`src/rtl/axi_pkg.sv`:
```
// Shared types and constants for the AXI-lite memory arbiter: FSM states,
// grant identifiers and AXI response codes.
package axi_pkg;

    typedef enum logic [1:0] {
        IDLE   = 2'd0,
        IFU_RD = 2'd1,
        LSU_RD = 2'd2,
        LSU_WR = 2'd3
    } arb_state_t;

    typedef enum logic {
        GNT_IFU = 1'b0,
        GNT_LSU = 1'b1
    } grant_t;

    localparam logic [1:0] RESP_OKAY   = 2'b00;
    localparam logic [1:0] RESP_SLVERR = 2'b10;

endpackage

```
`src/rtl/rr_arb2.sv`:
```
// Two-way round-robin picker; bit 0 is the IFU, bit 1 the LSU.
// Purely combinational, the previous winner is remembered by the parent.
module rr_arb2
    import axi_pkg::*;
(
    input  logic [1:0] req,
    input  grant_t     last_grant,
    output logic [1:0] gnt,
    output logic       gnt_valid
);

    always_comb begin
        gnt       = 2'b00;
        gnt_valid = |req;
        case (req)
            2'b01:   gnt = 2'b01;
            2'b10:   gnt = 2'b10;
            // On a tie, the requester that did not win last time goes first
            2'b11:   gnt = (last_grant == GNT_LSU) ? 2'b01 : 2'b10;
            default: gnt = 2'b00;
        endcase
    end

endmodule

```
`src/rtl/axi_lite_mem_arbiter.sv`:
```
// Shares one AXI-lite SRAM master port between the IFU (read-only) and the
// LSU (read/write); one transaction in flight, grant held until its response.
module axi_lite_mem_arbiter
    import axi_pkg::*;
#(
    parameter int ADDR_WIDTH = 64,
    parameter int DATA_WIDTH = 64
) (
    input  logic                    CLK,
    input  logic                    RESETN,
    input  logic [ADDR_WIDTH-1:0]   IFU_AR_ADDR,
    input  logic                    IFU_AR_VALID,
    output logic                    IFU_AR_READY,
    output logic [DATA_WIDTH-1:0]   IFU_R_DATA,
    output logic [1:0]              IFU_R_RESP,
    output logic                    IFU_R_VALID,
    input  logic                    IFU_R_READY,
    input  logic [ADDR_WIDTH-1:0]   LSU_AR_ADDR,
    input  logic                    LSU_AR_VALID,
    output logic                    LSU_AR_READY,
    output logic [DATA_WIDTH-1:0]   LSU_R_DATA,
    output logic [1:0]              LSU_R_RESP,
    output logic                    LSU_R_VALID,
    input  logic                    LSU_R_READY,
    input  logic [ADDR_WIDTH-1:0]   LSU_AW_ADDR,
    input  logic                    LSU_AW_VALID,
    output logic                    LSU_AW_READY,
    input  logic [DATA_WIDTH-1:0]   LSU_W_DATA,
    input  logic [DATA_WIDTH/8-1:0] LSU_W_STRB,
    input  logic                    LSU_W_VALID,
    output logic                    LSU_W_READY,
    output logic [1:0]              LSU_B_RESP,
    output logic                    LSU_B_VALID,
    input  logic                    LSU_B_READY,
    output logic [ADDR_WIDTH-1:0]   M_AR_ADDR,
    output logic                    M_AR_VALID,
    input  logic                    M_AR_READY,
    input  logic [DATA_WIDTH-1:0]   M_R_DATA,
    input  logic [1:0]              M_R_RESP,
    input  logic                    M_R_VALID,
    output logic                    M_R_READY,
    output logic [ADDR_WIDTH-1:0]   M_AW_ADDR,
    output logic                    M_AW_VALID,
    input  logic                    M_AW_READY,
    output logic [DATA_WIDTH-1:0]   M_W_DATA,
    output logic [DATA_WIDTH/8-1:0] M_W_STRB,
    output logic                    M_W_VALID,
    input  logic                    M_W_READY,
    input  logic [1:0]              M_B_RESP,
    input  logic                    M_B_VALID,
    output logic                    M_B_READY
);

    arb_state_t state_q, state_d;
    grant_t     last_grant_q, last_grant_d;
    logic       ar_done_q, ar_done_d;
    logic       aw_done_q, aw_done_d;
    logic       w_done_q, w_done_d;
    logic [1:0] req;
    logic [1:0] gnt;
    logic       gnt_valid;
    logic       lsu_wr_req;

    assign lsu_wr_req = LSU_AW_VALID | LSU_W_VALID;
    assign req        = {lsu_wr_req | LSU_AR_VALID, IFU_AR_VALID};

    rr_arb2 u_rr_arb2 (
        .req        (req),
        .last_grant (last_grant_q),
        .gnt        (gnt),
        .gnt_valid  (gnt_valid)
    );

    always_ff @(posedge CLK or negedge RESETN) begin
        if (!RESETN) begin
            state_q      <= IDLE;
            last_grant_q <= GNT_LSU;
            ar_done_q    <= 1'b0;
            aw_done_q    <= 1'b0;
            w_done_q     <= 1'b0;
        end else begin
            state_q      <= state_d;
            last_grant_q <= last_grant_d;
            ar_done_q    <= ar_done_d;
            aw_done_q    <= aw_done_d;
            w_done_q     <= w_done_d;
        end
    end

    // Handshakes are taken from the gated downstream outputs, so a channel
    // that is already done can never be counted twice.
    always_comb begin
        state_d      = state_q;
        last_grant_d = last_grant_q;
        ar_done_d    = ar_done_q;
        aw_done_d    = aw_done_q;
        w_done_d     = w_done_q;
        case (state_q)
            IDLE: begin
                if (gnt_valid && gnt[0]) begin
                    state_d      = IFU_RD;
                    last_grant_d = GNT_IFU;
                end else if (gnt_valid && gnt[1]) begin
                    state_d      = lsu_wr_req ? LSU_WR : LSU_RD;
                    last_grant_d = GNT_LSU;
                end
            end
            IFU_RD, LSU_RD: begin
                if (M_AR_VALID && M_AR_READY) ar_done_d = 1'b1;
                if (M_R_VALID && M_R_READY) begin
                    state_d   = IDLE;
                    ar_done_d = 1'b0;
                end
            end
            LSU_WR: begin
                if (M_AW_VALID && M_AW_READY) aw_done_d = 1'b1;
                if (M_W_VALID && M_W_READY)   w_done_d  = 1'b1;
                if (M_B_VALID && M_B_READY) begin
                    state_d   = IDLE;
                    aw_done_d = 1'b0;
                    w_done_d  = 1'b0;
                end
            end
            default: state_d = IDLE;
        endcase
    end

    always_comb begin
        IFU_AR_READY = 1'b0;
        IFU_R_DATA   = '0;
        IFU_R_RESP   = 2'b00;
        IFU_R_VALID  = 1'b0;
        LSU_AR_READY = 1'b0;
        LSU_R_DATA   = '0;
        LSU_R_RESP   = 2'b00;
        LSU_R_VALID  = 1'b0;
        LSU_AW_READY = 1'b0;
        LSU_W_READY  = 1'b0;
        LSU_B_RESP   = 2'b00;
        LSU_B_VALID  = 1'b0;
        M_AR_ADDR    = '0;
        M_AR_VALID   = 1'b0;
        M_R_READY    = 1'b0;
        M_AW_ADDR    = '0;
        M_AW_VALID   = 1'b0;
        M_W_DATA     = '0;
        M_W_STRB     = '0;
        M_W_VALID    = 1'b0;
        M_B_READY    = 1'b0;
        case (state_q)
            IFU_RD: begin
                M_AR_ADDR    = IFU_AR_ADDR;
                M_AR_VALID   = IFU_AR_VALID & ~ar_done_q;
                IFU_AR_READY = M_AR_READY & ~ar_done_q;
                IFU_R_DATA   = M_R_DATA;
                IFU_R_RESP   = M_R_RESP;
                IFU_R_VALID  = M_R_VALID;
                M_R_READY    = IFU_R_READY;
            end
            LSU_RD: begin
                M_AR_ADDR    = LSU_AR_ADDR;
                M_AR_VALID   = LSU_AR_VALID & ~ar_done_q;
                LSU_AR_READY = M_AR_READY & ~ar_done_q;
                LSU_R_DATA   = M_R_DATA;
                LSU_R_RESP   = M_R_RESP;
                LSU_R_VALID  = M_R_VALID;
                M_R_READY    = LSU_R_READY;
            end
            LSU_WR: begin
                M_AW_ADDR    = LSU_AW_ADDR;
                M_AW_VALID   = LSU_AW_VALID & ~aw_done_q;
                LSU_AW_READY = M_AW_READY & ~aw_done_q;
                M_W_DATA     = LSU_W_DATA;
                M_W_STRB     = LSU_W_STRB;
                M_W_VALID    = LSU_W_VALID & ~w_done_q;
                LSU_W_READY  = M_W_READY & ~w_done_q;
                LSU_B_RESP   = M_B_RESP;
                LSU_B_VALID  = M_B_VALID;
                M_B_READY    = LSU_B_READY;
            end
            default: ;
        endcase
    end

endmodule
```
`config.mk`:
```
export PLATFORM = sky130hd
export DESIGN_NAME = axi_lite_mem_arbiter
export DESIGN_NICKNAME = d
export VERILOG_FILES = /design/src/rtl/axi_pkg.sv /design/src/rtl/rr_arb2.sv /design/src/rtl/axi_lite_mem_arbiter.sv
export SDC_FILE = /design/constraint.sdc
export NUM_CORES = 1
export LEC_CHECK = 0
export BUFFER_PORTS_ARGS = -buffer_cell sky130_fd_sc_hd__buf_2
export CAP_MARGIN = 25
export CORE_AREA = 2 2 272 274
export DETAILED_ROUTE_END_ITERATION = 16
export DIE_AREA = 0 0 274 276
export SYNTH_ARGS = -nofsm -noshare
export SYNTH_HDL_FRONTEND = slang
export SYNTH_SLANG_ARGS = --single-unit
```
`constraint.sdc`:
```
create_clock -name CLK -period 2.1 [get_ports CLK]
set_input_delay 0.42 -clock CLK [delete_from_list [all_inputs] [get_ports CLK]]
set_output_delay 0.42 -clock CLK [all_outputs]
set_load 0.02 [all_outputs]
```
-- Word level (Yosys, flattened, before mapping)
Cells that the tools add are included.
- bits of input ports: 346
- register bits after elaboration: 6
- memories: 0
- RAM bits: 0
- latch bits: 0
- ROM bits: 0
- output and inout bits: 346
- magnitude comparators: 0
- eq/ne operators: 9
- shift-type cells: 0
- reduce and logical (&&, ||, !) cells: 19
- div/mod/pow operators: 0
- $add $sub $neg: 0
- bitwise gates (word level): 12
- multipliers: 0
- muxes and demuxes: 37
- operator list (kind ; count):
    $mux W64 ; 4
    $pmux W64 S2 ; 1
    $mux W1 ; 19
    $mux W2 ; 8
    $pmux W2 S3 ; 2
    $eq A2 B2 Y1 const B ; 4
    $mux W8 ; 1
    $reduce_and A2 Y1 ; 4
    $reduce_bool A2 Y1 ; 4
    $and A1 B1 Y1 ; 7
    $logic_and A1 B1 Y1 ; 7
    $eq A2 B1 Y1 const B ; 2
    $ne A2 B2 Y1 const B ; 2
    $pmux W1 S2 ; 2
    $reduce_or A2 Y1 ; 2
    $ne A3 B3 Y1 const B ; 1
    $not A1 Y1 ; 3
    $reduce_and A3 Y1 ; 1
    $logic_not A2 Y1 ; 1
    $or A1 B1 Y1 ; 2

-- Logic depth before layout (Yosys ltp)
- depth in word-level cells: 8
- depth in mapped cells: 7
- gate-level depth less buffers: 6

-- By module
A second synthesis with hierarchy kept.
- cells, all modules: 503
- area, all modules: 3273.1 sq um
- by module, submodules not included (module ; instances ; cells each ; area an instance (sq um) ; seq. area each (sq um)):
    axi_lite_mem_arbiter ; 1 ; 499 ; 3248.1 ; 151.4
    rr_arb2 ; 1 ; 4 ; 25.0 ; 0.0

-- Least setup slack after synthesis
OpenSTA, ideal clock, no wires.
- kind: flip-flop to output port
- start: register state_q[0]
- end: output port M_AR_ADDR[0]
- data arrival time: 1570 ps
- path slack: 110 ps
- cell stages (with the launch flop): 6
- cells stage by stage: dfrtp_1 inv_1 ha_1 clkbuf_1 clkbuf_1 nor2b_1
- word-level cells in the longest chain between the ends: 2
- elaborated cells between the ends (all ways): 3
- RTL lines (element ; line ; RTL):
    start: declaration ; axi_lite_mem_arbiter.sv:54 ; arb_state_t state_q, state_d;
    start signal: assignment ; axi_lite_mem_arbiter.sv:82 ; state_q <= state_d;
    $eq A2 B2 Y1 or $eq A2 B1 Y1 (tied branches) ; axi_lite_mem_arbiter.sv:150 ; case (state_q)
    $pmux W64 S2 (*) ; axi_lite_mem_arbiter.sv:150 ;
    end: declaration ; axi_lite_mem_arbiter.sv:35 ; output logic [ADDR_WIDTH-1:0] M_AR_ADDR,
Every way passes the cells marked *; elsewhere a longest branch is shown, timed or not.

-- Final worst setup path
- start: register state_q[0]
- end: output port M_AR_ADDR[46]
The elaborated chain is that of the path after synthesis.

==> metrics.md <==
| Metric | Value |
|---|---|
| Combinational share of power | `a little over nine tenths` |
| Fin util | `a little over an eighth` |
| Worst hold slack | `0.0170 ns` |
| Status | `finished, violations left` |
| Vias | `between 6000 and 7000` |
| Initial antenna violation count | `55` |
| WS Path Type | `reg2out` |
| Initial Utilization | `4.48%` |
| FF-to-FF End | `state_q[1]$_DFFE_PN0P_` |
| Die Y | `approximately 280 um` |
| Sink Count | `6` |
| Vias in the first global route | `6087` |
| # port buffers | `between 600 and 700` |
| H-tree Lvls | `1` |
| Core footprint | `0.0726 mm2` |
| Max-cap violation count | `0` |
| Syn avg cell area | `6.52 um2` |
| Asr flop ratio synth | `100%` |
| Clk root buf | `clkbuf_16` |
| Post-DR wirelength/cell | `~18 um` |
| Worst-Skew Late Latency | `about 0.24 ns` |
| IO Pins | `692` |
| Die footprint | `0.0756 mm2` |
| CTS tree | `done` |
| Sequential fraction of the synthesis area | `under 10%` |
| 1st-iter DRT viols | `approximately 230` |
| Layout fillers | `around 8300` |
| Largest net degree at the start of global routing | `39` |
| Mapped cell area | `0.00325 mm2` |
| Final HPWL DP | `approximately 32000 um` |
| Remaining DRCs | `0` |
| Syn Inst Count | `between 400 and 500` |
| Final worst setup slack | `-0.0349 ns` |
| First-pass GRT wire length | `around 47000 um` |
| Setup_tns | `-0.469 ns` |
| Sequential Power Share | `2.1%` |
| Chip Width | `~270 um` |
| Syn_nets | `848` |
| Cell taking the most area after synthesis | `and2_1` |
| Placed Cells | `around 2100` |
| Min-delay worst type | `in2async` |
| Worst Clk Skew | `roughly 0.0039 ns` |
| Clk slew on worst S/H paths | `roughly 0.040 ns` |
| Most frequent cells in the layout | `buf_2, and2_1, buf_4, buf_6, a22oi_2` |
| TritonRoute pass-1 iters | `5` |
| Leak pwr | `between 5 and 6 nW` |
| Worst Reg-to-Reg Cells | `8` |
| Period utilization | `102%` |
| CTS Buffer Depth | `2` |
| Synth unique cells | `24` |
| Pwr dens | `~1200 mW/mm2` |
| Final Hold Vio Count | `0` |
| DR vias/cell | `between 3 and 4` |
| Pint | `5.53 mW` |
| Crit-path max FO | `12` |
| P&R area growth vs syn | `200%` |
| Worst-Margin Slew | `0.386 ns` |
| Global Route Usage Sum | `a little under a tenth` |
| Detail Route Antenna Nets | `0` |
| Nets | `1549` |
| Switching share of total power | `roughly 51%` |
| Register bit total from synthesis | `6` |
| GPL Wtd Cong | `0.973` |
| Post-synth EDFFs | `0` |
| Yosys warns | `0` |
| Total power | `between 10 and 15 mW` |
| VDD IR-drop max | `0.000828 V` |
| RSZ-0062 raised after global routing | `true` |
| Gr ovfl total | `0` |
| Setup violations, final | `35` |
| Critical Path End Type | `output port` |
| Cts bufs inserted | `3` |
| Commonest non-fill, non-tap cell in the layout | `buf_2` |
| FMAX | `between 400 and 500 MHz` |
| Type of origin of the critical path | `flop` |
| Failing checks | `setup timing` |
| Most used DFF post-synth | `dfrtp_1` |
| Flop-to-flop setup slack | `around 0.19 ns` |
| Top post-synthesis cells by area | `and2_1, a22oi_1, nor2b_1` |
| Critical Path AT | `between 1.5 and 2 ns` |
| Layout cells sized above 1 | `70.0%` |
| Final non-filler cell total | `2175` |
| Post-synth top area share | `a little over half` |
| Clk pwr share | `under 10%` |
| R2R Path Start | `state_q[0]$_DFFE_PN0P_` |
| Worst Path Required | `between 1.5 and 2 ns` |
| Final wirelength | `between 30000 and 40000 um` |
| Max Slew Vio Count | `0` |
| Slew headroom | `between 70% and 80%` |
| Hold_buf cts | `0` |
| Site Rows | `99` |
| Sw power | `between 5 and 6 mW` |
| Final worst path period need | `between 2 and 2.5 ns` |
[repair_timing]
action | in CTS | in global routing
setup endpoints to repair | 144 | 188
buffers inserted | 18 | 4
pin swaps | 7 | 6
cloned | 5 | 11
gates resized for setup | 70 | 244
hold endpoints to repair | 0 | 0
[area by class of cell]
cell class                      instances  area [um2]  area share, %
Antenna cell                           18        45.0          0.462
Sequential cell                         6         153           1.57
Timing Repair Buffer                  749        4900           50.3
Tap cell                              959        1200           12.3
Clock buffer                            4        78.8          0.809
Inverter                                2        7.51         0.0770
Multi-Input combinational cell        437        3360           34.5
[sequential cells by signal, indices dropped and copies added (netlist names)]
signal        cells
state_q           2
ar_done_q         1
aw_done_q         1
last_grant_q      1
w_done_q          1
[critical path, cell delays in order, from the launching register on]
cell,delay [ns]
dfrtp_1,0.39
buf_6,0.14
ha_4,0.18
buf_12,0.14
buf_16,0.15
a22oi_2,0.22
nor2b_1,0.08
buf_4,0.16
[synthesized netlist by cell type (2+ instances only)]
cell	instances
buf_2	14
inv_1	2
a32o_1	2
a22oi_1	64
nand2b_1	2
nand2_1	4
clkbuf_2	2
a21oi_1	7
clkbuf_1	36
nor2b_1	66
and3b_1	6
and2_1	274
dfrtp_1	5
ha_1	4
[per-stage QoR]
step | setup slack [ns] | cell area (um2)
after floorplan | 0.110 | 3250
after global placement | 0.0497 | 7970
after detailed placement | 0.00490 | 7970
after CTS | -0.0669 | 8610
after global routing | -0.113 | 9720
final | -0.0349 | 9750
[cells by family (layout without fill, tap and decap cells)]
logic type               Yosys count  count (layout)  synth area share, %
AND/OR/NAND/NOR                  355             355                 68.5
adder cells (fa/ha/maj)            4               4                 1.54
other                              0              18                    0
AO/OA/AOI/OAI                     77              77                 17.8
buffers and inverters             55             755                 7.20
flip-flops                         6               6                 4.66
multiplexers                       1               1                0.308
[layer usage]
| layer | part of all wire, % | vias up | global-route usage [%] |
|---|---|---|---|
| li1 | - | 3036 | - |
| met1 | 37 | 2929 | 10.2 |
| met2 | 47 | 513 | 15.8 |
| met3 | 12 | 92 | 3.58 |
| met4 | 4.2 | 30 | 2.36 |
| met5 | 0.51 | - | 0 |
[worst max path at each step]
stage                endpoint              startpoint  depth (start not counted)  slack [ns]
6_report        M_AR_ADDR[46]  state_q[0]$_DFFE_PN0P_                          7       -0.03
2_1_floorplan    M_AR_ADDR[0]  state_q[0]$_DFFE_PN0P_                          5        0.11
3_3_place_gp    M_AR_ADDR[23]  state_q[1]$_DFFE_PN0P_                          6        0.05
4_1_cts        LSU_R_DATA[57]  state_q[0]$_DFFE_PN0P_                          6       -0.07
5_1_grt        LSU_R_DATA[44]  state_q[0]$_DFFE_PN0P_                          6       -0.11
3_5_place_dp    M_AR_ADDR[31]  state_q[1]$_DFFE_PN0P_                          6       0.005
[power by group through the flow]
stage                     logic, mW  clock network, mW  registers (mW)
after floorplan                4.47                  0           0.217
after global placement         7.45                  0           0.233
after detailed placement       7.45                  0           0.237
after CTS                      8.55              0.366           0.239
after global routing           11.2              0.363           0.248
final                          10.7              0.347           0.240
Note: power is estimated with default switching activity, not from simulation.
